### config.mk
export PLATFORM = sky130hd
export DESIGN_NAME = bus_arbiter
export DESIGN_NICKNAME = d
export VERILOG_FILES = /design/src/rtl/bus_arbiter.sv
export SDC_FILE = /design/constraint.sdc
export NUM_CORES = 1
export LEC_CHECK = 0
export ABC_CLOCK_PERIOD_IN_PS = 3450
export CORE_AREA = 2 2 249 251
export CTS_CLUSTER_SIZE = 12
export DETAILED_ROUTE_END_ITERATION = 10
export DIE_AREA = 0 0 251 253
export GPL_TIMING_DRIVEN = 0
export HOLD_SLACK_MARGIN = 0.06
export PLACE_DENSITY = 0.4
export SYNTH_ARGS = -nofsm -noshare
export SYNTH_HDL_FRONTEND = slang
export SYNTH_SLANG_ARGS = --single-unit
### constraint.sdc
create_clock -name clk -period 3.45 [get_ports clk]
set_input_delay 1.035 -clock clk [delete_from_list [all_inputs] [get_ports clk]]
set_output_delay 1.035 -clock clk [all_outputs]
set_load 0.1 [all_outputs]
### src/rtl/bus_arbiter.sv
// Two-master (IF fetch, MA access) to one-slave TileLink-UL arbiter.
// MA has priority, IF is protected by a starvation streak limit, and clear squashes IF traffic.
module bus_arbiter #(
    parameter int AW           = 64,
    parameter int DW           = 64,
    parameter int STARVE_LIMIT = 4
) (
    input  logic            clk,
    input  logic            rst,
    input  logic            clear,

    input  logic            if_request,
    input  logic            if_a_valid,
    output logic            if_a_ready,
    input  logic [2:0]      if_a_opcode,
    input  logic [2:0]      if_a_size,
    input  logic [AW-1:0]   if_a_address,
    input  logic [DW/8-1:0] if_a_mask,
    input  logic [DW-1:0]   if_a_data,
    output logic            if_d_valid,
    input  logic            if_d_ready,
    output logic [2:0]      if_d_opcode,
    output logic [DW-1:0]   if_d_data,

    input  logic            ma_request,
    input  logic            ma_a_valid,
    output logic            ma_a_ready,
    input  logic [2:0]      ma_a_opcode,
    input  logic [2:0]      ma_a_size,
    input  logic [AW-1:0]   ma_a_address,
    input  logic [DW/8-1:0] ma_a_mask,
    input  logic [DW-1:0]   ma_a_data,
    output logic            ma_d_valid,
    input  logic            ma_d_ready,
    output logic [2:0]      ma_d_opcode,
    output logic [DW-1:0]   ma_d_data,

    output logic            s_a_valid,
    input  logic            s_a_ready,
    output logic [2:0]      s_a_opcode,
    output logic [2:0]      s_a_size,
    output logic [AW-1:0]   s_a_address,
    output logic [DW/8-1:0] s_a_mask,
    output logic [DW-1:0]   s_a_data,
    input  logic            s_d_valid,
    output logic            s_d_ready,
    input  logic [2:0]      s_d_opcode,
    input  logic [DW-1:0]   s_d_data,

    output logic            grant_if,
    output logic            grant_ma
);

    // state | meaning
    // IDLE  | arbitrating on request lines
    // ADDR  | owner's A channel routed to the slave
    // DATA  | waiting for the owner's D beat
    // DROP  | swallowing a D beat owed to a squashed IF transaction
    typedef enum logic [1:0] {IDLE, ADDR, DATA, DROP} state_t;

    localparam logic [3:0] LIMIT = STARVE_LIMIT[3:0];

    state_t     state_q, state_d;
    logic       owner_ma_q, owner_ma_d;
    logic [3:0] streak_q, streak_d;
    logic       grant_if_q, grant_if_d;
    logic       grant_ma_q, grant_ma_d;

    logic own_req, own_a_valid, own_d_ready, if_eff, a_fire;

    always_ff @(posedge clk) begin
        if (rst) begin
            state_q    <= IDLE;
            owner_ma_q <= 1'b0;
            streak_q   <= 4'd0;
            grant_if_q <= 1'b0;
            grant_ma_q <= 1'b0;
        end else begin
            state_q    <= state_d;
            owner_ma_q <= owner_ma_d;
            streak_q   <= streak_d;
            grant_if_q <= grant_if_d;
            grant_ma_q <= grant_ma_d;
        end
    end

    assign own_req     = owner_ma_q ? ma_request : if_request;
    assign own_a_valid = owner_ma_q ? ma_a_valid : if_a_valid;
    assign own_d_ready = owner_ma_q ? ma_d_ready : if_d_ready;
    assign if_eff      = if_request && !clear;
    assign a_fire      = own_a_valid && s_a_ready;

    // Payload fields follow the registered owner; only the valid/ready pairs are gated by state.
    assign s_a_opcode  = owner_ma_q ? ma_a_opcode  : if_a_opcode;
    assign s_a_size    = owner_ma_q ? ma_a_size    : if_a_size;
    assign s_a_address = owner_ma_q ? ma_a_address : if_a_address;
    assign s_a_mask    = owner_ma_q ? ma_a_mask    : if_a_mask;
    assign s_a_data    = owner_ma_q ? ma_a_data    : if_a_data;
    assign if_d_opcode = s_d_opcode;
    assign if_d_data   = s_d_data;
    assign ma_d_opcode = s_d_opcode;
    assign ma_d_data   = s_d_data;
    assign grant_if    = grant_if_q;
    assign grant_ma    = grant_ma_q;

    always_comb begin
        state_d    = state_q;
        owner_ma_d = owner_ma_q;
        streak_d   = streak_q;
        grant_if_d = grant_if_q;
        grant_ma_d = grant_ma_q;
        if_a_ready = 1'b0;
        ma_a_ready = 1'b0;
        if_d_valid = 1'b0;
        ma_d_valid = 1'b0;
        s_a_valid  = 1'b0;
        s_d_ready  = 1'b0;

        case (state_q)
            IDLE: begin
                if (ma_request && (!if_eff || streak_q < LIMIT)) begin
                    state_d    = ADDR;
                    owner_ma_d = 1'b1;
                    grant_ma_d = 1'b1;
                    if (!if_request)
                        streak_d = 4'd0;
                    else if (streak_q != 4'd15)
                        streak_d = streak_q + 4'd1;
                end else if (if_eff) begin
                    state_d    = ADDR;
                    owner_ma_d = 1'b0;
                    grant_if_d = 1'b1;
                    streak_d   = 4'd0;
                end
            end
            ADDR: begin
                s_a_valid = own_a_valid;
                if (!owner_ma_q && clear) begin
                    // The slave may still accept the beat; then its D response is owed.
                    state_d = a_fire ? DROP : IDLE;
                end else begin
                    if (owner_ma_q) ma_a_ready = s_a_ready;
                    else            if_a_ready = s_a_ready;
                    if (a_fire)
                        state_d = DATA;
                    else if (!own_req)
                        state_d = IDLE;
                end
            end
            DATA: begin
                if (!owner_ma_q && clear) begin
                    s_d_ready = 1'b1;
                    state_d   = s_d_valid ? IDLE : DROP;
                end else begin
                    s_d_ready = own_d_ready;
                    if (owner_ma_q) ma_d_valid = s_d_valid;
                    else            if_d_valid = s_d_valid;
                    if (s_d_valid && own_d_ready)
                        state_d = IDLE;
                end
            end
            DROP: begin
                s_d_ready = 1'b1;
                if (s_d_valid)
                    state_d = IDLE;
            end
            default: state_d = IDLE;
        endcase

        if (state_d == IDLE) begin
            grant_if_d = 1'b0;
            grant_ma_d = 1'b0;
        end
    end

endmodule

==> flow_metrics.env <==
export IMPL_reg2reg_to="grant_if"
export IMPL_power_density_mw_per_mm2=346
export IMPL_pin_count=646
export IMPL_crit_arrival_ps=2340
export IMPL_p_clk_frac=0.057
export IMPL_hp_start="grant_ma"
export IMPL_yosysSeqAreaShare=0.0553
export IMPL_num_rows=91
export IMPL_synth_fa_ha_area_frac=0.00384
export IMPL_crit_slowest_cell="clkdlybuf4s50_1"
export IMPL_drt_first_pass_iters=4
export IMPL_cts_root_buf="clkbuf_16"
export IMPL_area_growth_pct=216
export IMPL_synth_area_sq_mm=0.00326
export IMPL_placed_cells=1729
export IMPL_reg2reg_depth=6
export IMPL_worst_hold_path_num_cells=2
export IMPL_drc=0
export IMPL_fillerInstances=6897
export IMPL_cts_resized=458
export IMPL_swShare=0.662
export IMPL_synth_avg_cell_area_sq_um=9.02
export IMPL_numCtsBuffers=3
export IMPL_post_cts_buffers=0
export IMPL_crit_type="primary input to primary output"
export IMPL_synth_xor_area_frac=0
export IMPL_worstMarginPinSlew_ps=1020
export IMPL_synth_simple_area_share=0.0534
export IMPL_finalHoldViolations=0
export IMPL_startpoint_type="primary input"
export IMPL_cts_tree="built"
export IMPL_drv_cap=0
export IMPL_instances_no_fill=1736
export IMPL_period_needed_ps=3380
export IMPL_synth_compound_area_frac=0.0484
export IMPL_antenna_found_initial=4
export IMPL_grt_remaining_overflow=0
export IMPL_drtIter0Drc=75
export IMPL_endpoint_kind="primary output"
export IMPL_yosysWarnings=0
export IMPL_routed_wl_um=27000
export IMPL_internal_power_mw=1.21
export IMPL_rsz0062_at_grt="false"
export IMPL_grt_max_degree=11
export IMPL_setup_viol=0
export IMPL_dp_hpwl_um=25000
export IMPL_grt_pass1_vias=4987
export IMPL_syn_inst=361
export IMPL_drive_gt1_frac=0.480
export IMPL_reg2reg_from="owner_ma_q"
export IMPL_synth_nets=724
export IMPL_slew_headroom=0.317
export IMPL_synth_seq_cells=9
export IMPL_grt_pass1_wl_um=34500
export IMPL_peakVddDrop_mv=0.161
export IMPL_gp_congestion=0.762
export IMPL_clk_transition_reported_paths_ps=40
export IMPL_max_freq_ghz=0.296
export IMPL_core_area_sq_mm=0.0610
export IMPL_p_leak_nw=3.89
export IMPL_drv_slew=0
export IMPL_start_util=0.0533
export IMPL_clk_path_buf_depth=2
export IMPL_outcome="complete, no violations"
export IMPL_synth_top_family_by_area="multiplexers"
export IMPL_die_area_sq_mm=0.0635
export IMPL_clock_sinks=9
export IMPL_ant_nets=0
export IMPL_worstSkewPairLatency_ps=230
export IMPL_tns_ps=0
export IMPL_crit_required_ps=2410
export IMPL_critical_path_cell_chain="clkdlybuf4s50_1 > mux2_2 > clkdlybuf4s15_2"
export IMPL_vias=4804
export IMPL_hold_path_class="flop to flop"
export IMPL_seqPwrFrac=0.033
export IMPL_die_w_um=251
export IMPL_power_switching_mw=2.36
export IMPL_pwr_share_comb=0.910
export IMPL_vias_per_cell=2.77
export IMPL_die_y_um=253
export IMPL_cts_hold_buffers_added=0
export IMPL_cp_max_fo=1
export IMPL_grt_use_total=0.0755
export IMPL_min_to="grant_ma"
export IMPL_period_share=0.980
export IMPL_fin_skew_ps=0.765
export IMPL_synth_mux_area_frac=0.499
export IMPL_port_buffers=578
export IMPL_h_tree_depth=1
export IMPL_reg2reg_slack_ps=1880
export IMPL_fin_nets=1307
export IMPL_max_stage_delay_ps=560
export IMPL_wire_per_inst_um=15.5
export IMPL_synth_distinct_cells=39
-- metal layers --
layer	routed length, um	vias up	track usage
met5	0	-	0
met4	671	0	0.0216
met3	2290	18	0.0194
met2	15600	354	0.162
met1	8430	2142	0.0669
li1	-	2290	-
-- cells in the final DEF (no fill, tap or decap), drive strengths merged, types with 2 or more instances in the layout --
cell	n
diode	3
nor2	6
dfxtp	9
clkdlybuf4s15	143
a21oi	7
buf	155
clkbuf	5
o21ai	5
nor2b	2
nor3b	3
and2	2
o211ai	3
nor3	3
clkdlybuf4s50	429
nand2	4
o21a	2
inv	3
nand2b	2
a31oi	2
nand3	2
mux2	143
-- synthesized netlist by cell type (all sizes together) --
| cell type | number | area, sq um |
|---|---|---|
| a211oi | 1 | 7.51 |
| a21o | 1 | 7.51 |
| a21oi | 7 | 35.0 |
| a22oi | 1 | 7.51 |
| a31oi | 2 | 12.5 |
| a41oi | 1 | 8.76 |
| and2 | 2 | 12.5 |
| and2b | 1 | 7.51 |
| and3 | 1 | 6.26 |
| buf | 150 | 1090 |
| clkbuf | 1 | 3.75 |
| dfxtp | 9 | 180 |
| ha | 1 | 12.5 |
| inv | 3 | 11.3 |
| mux2 | 143 | 1610 |
| mux2i | 1 | 10.0 |
| nand2 | 4 | 15.0 |
| nand2b | 2 | 12.5 |
| nand3 | 2 | 10.0 |
| nor2 | 6 | 25.0 |
| nor2b | 2 | 20.0 |
| nor3 | 3 | 20.0 |
| nor3b | 3 | 22.5 |
| nor4 | 1 | 6.26 |
| o211ai | 3 | 27.5 |
| o21a | 2 | 15.0 |
| o21ai | 5 | 28.8 |
| o21bai | 1 | 7.51 |
| or3b | 1 | 8.76 |
| or4 | 1 | 7.51 |
-- power by group through the flow --
stage / logic (mW) / registers [mW] / clock network (mW)
after floorplan: 2.36 / 0.129 / 0
after global placement: 3.33 / 0.119 / 0
after detailed placement: 3.32 / 0.119 / 0
after CTS: 3.28 / 0.117 / 0.210
after global routing: 3.33 / 0.118 / 0.220
final: 3.24 / 0.117 / 0.205
-- stage by stage --
step / cell area (sq um) / total power, mW / worst slack [ps] / utilization / hold WS (ps)
finish: 10300 / 3.56 / 70.2 / 0.169 / 498
global route: 10300 / 3.67 / 15.3 / 0.169 / 561
CTS: 10300 / 3.61 / 1.84 / 0.169 / 506
detailed placement: 10000 / 3.44 / -1140 / 0.165 / 501
global placement: 10000 / 3.45 / -1110 / 0.165 / 506
floorplan: 3270 / 2.49 / -333 / - / 478
-- state kept, by name, indices dropped and copies added (netlist names) --
signal / cells
grant_if: 1
streak_q: 4
grant_ma: 1
owner_ma_q: 1
state_q: 2
-- worst max-delay path: cells and delay by family --
kind | cells | cell delay (ps)
buffers and inverters | 2 | 1120
muxes | 1 | 180
-- cell families after synthesis --
| logic type | count (synthesis) |
|---|---|
| adders and majority gates | 1 |
| and+or+nand+nor | 29 |
| muxes | 144 |
| DFF | 9 |
| AOI/OAI and AO/OA | 24 |
| buffers and inverters | 154 |
-- worst max path at each step --
stage | start | to | slack [ps] | cells past startpoint
3_5_place_dp | owner_ma_q | s_a_data[5] | -1140 | 5
6_report | ma_a_address[2] | s_a_address[2] | 70 | 3
4_1_cts | owner_ma_q | s_a_mask[3] | 2 | 5
3_3_place_gp | owner_ma_q | s_a_data[5] | -1110 | 5
5_1_grt | s_a_ready | if_a_ready | 20 | 4
2_1_floorplan | s_d_valid | if_d_valid | -330 | 2
-- area by class of cell --
cell class              count  area [sq um]  share of cell area
multi-input cells         198          1980               0.193
diodes                      3          7.51            0.000729
well taps                 790           988              0.0960
clock buffers               4          78.8             0.00766
repair buffers            578          5940               0.577
plain buffers             151          1100               0.107
inverters                   3          11.3             0.00109
flip-flops and latches      9           180              0.0175
Power figures use the tool's default switching activity.
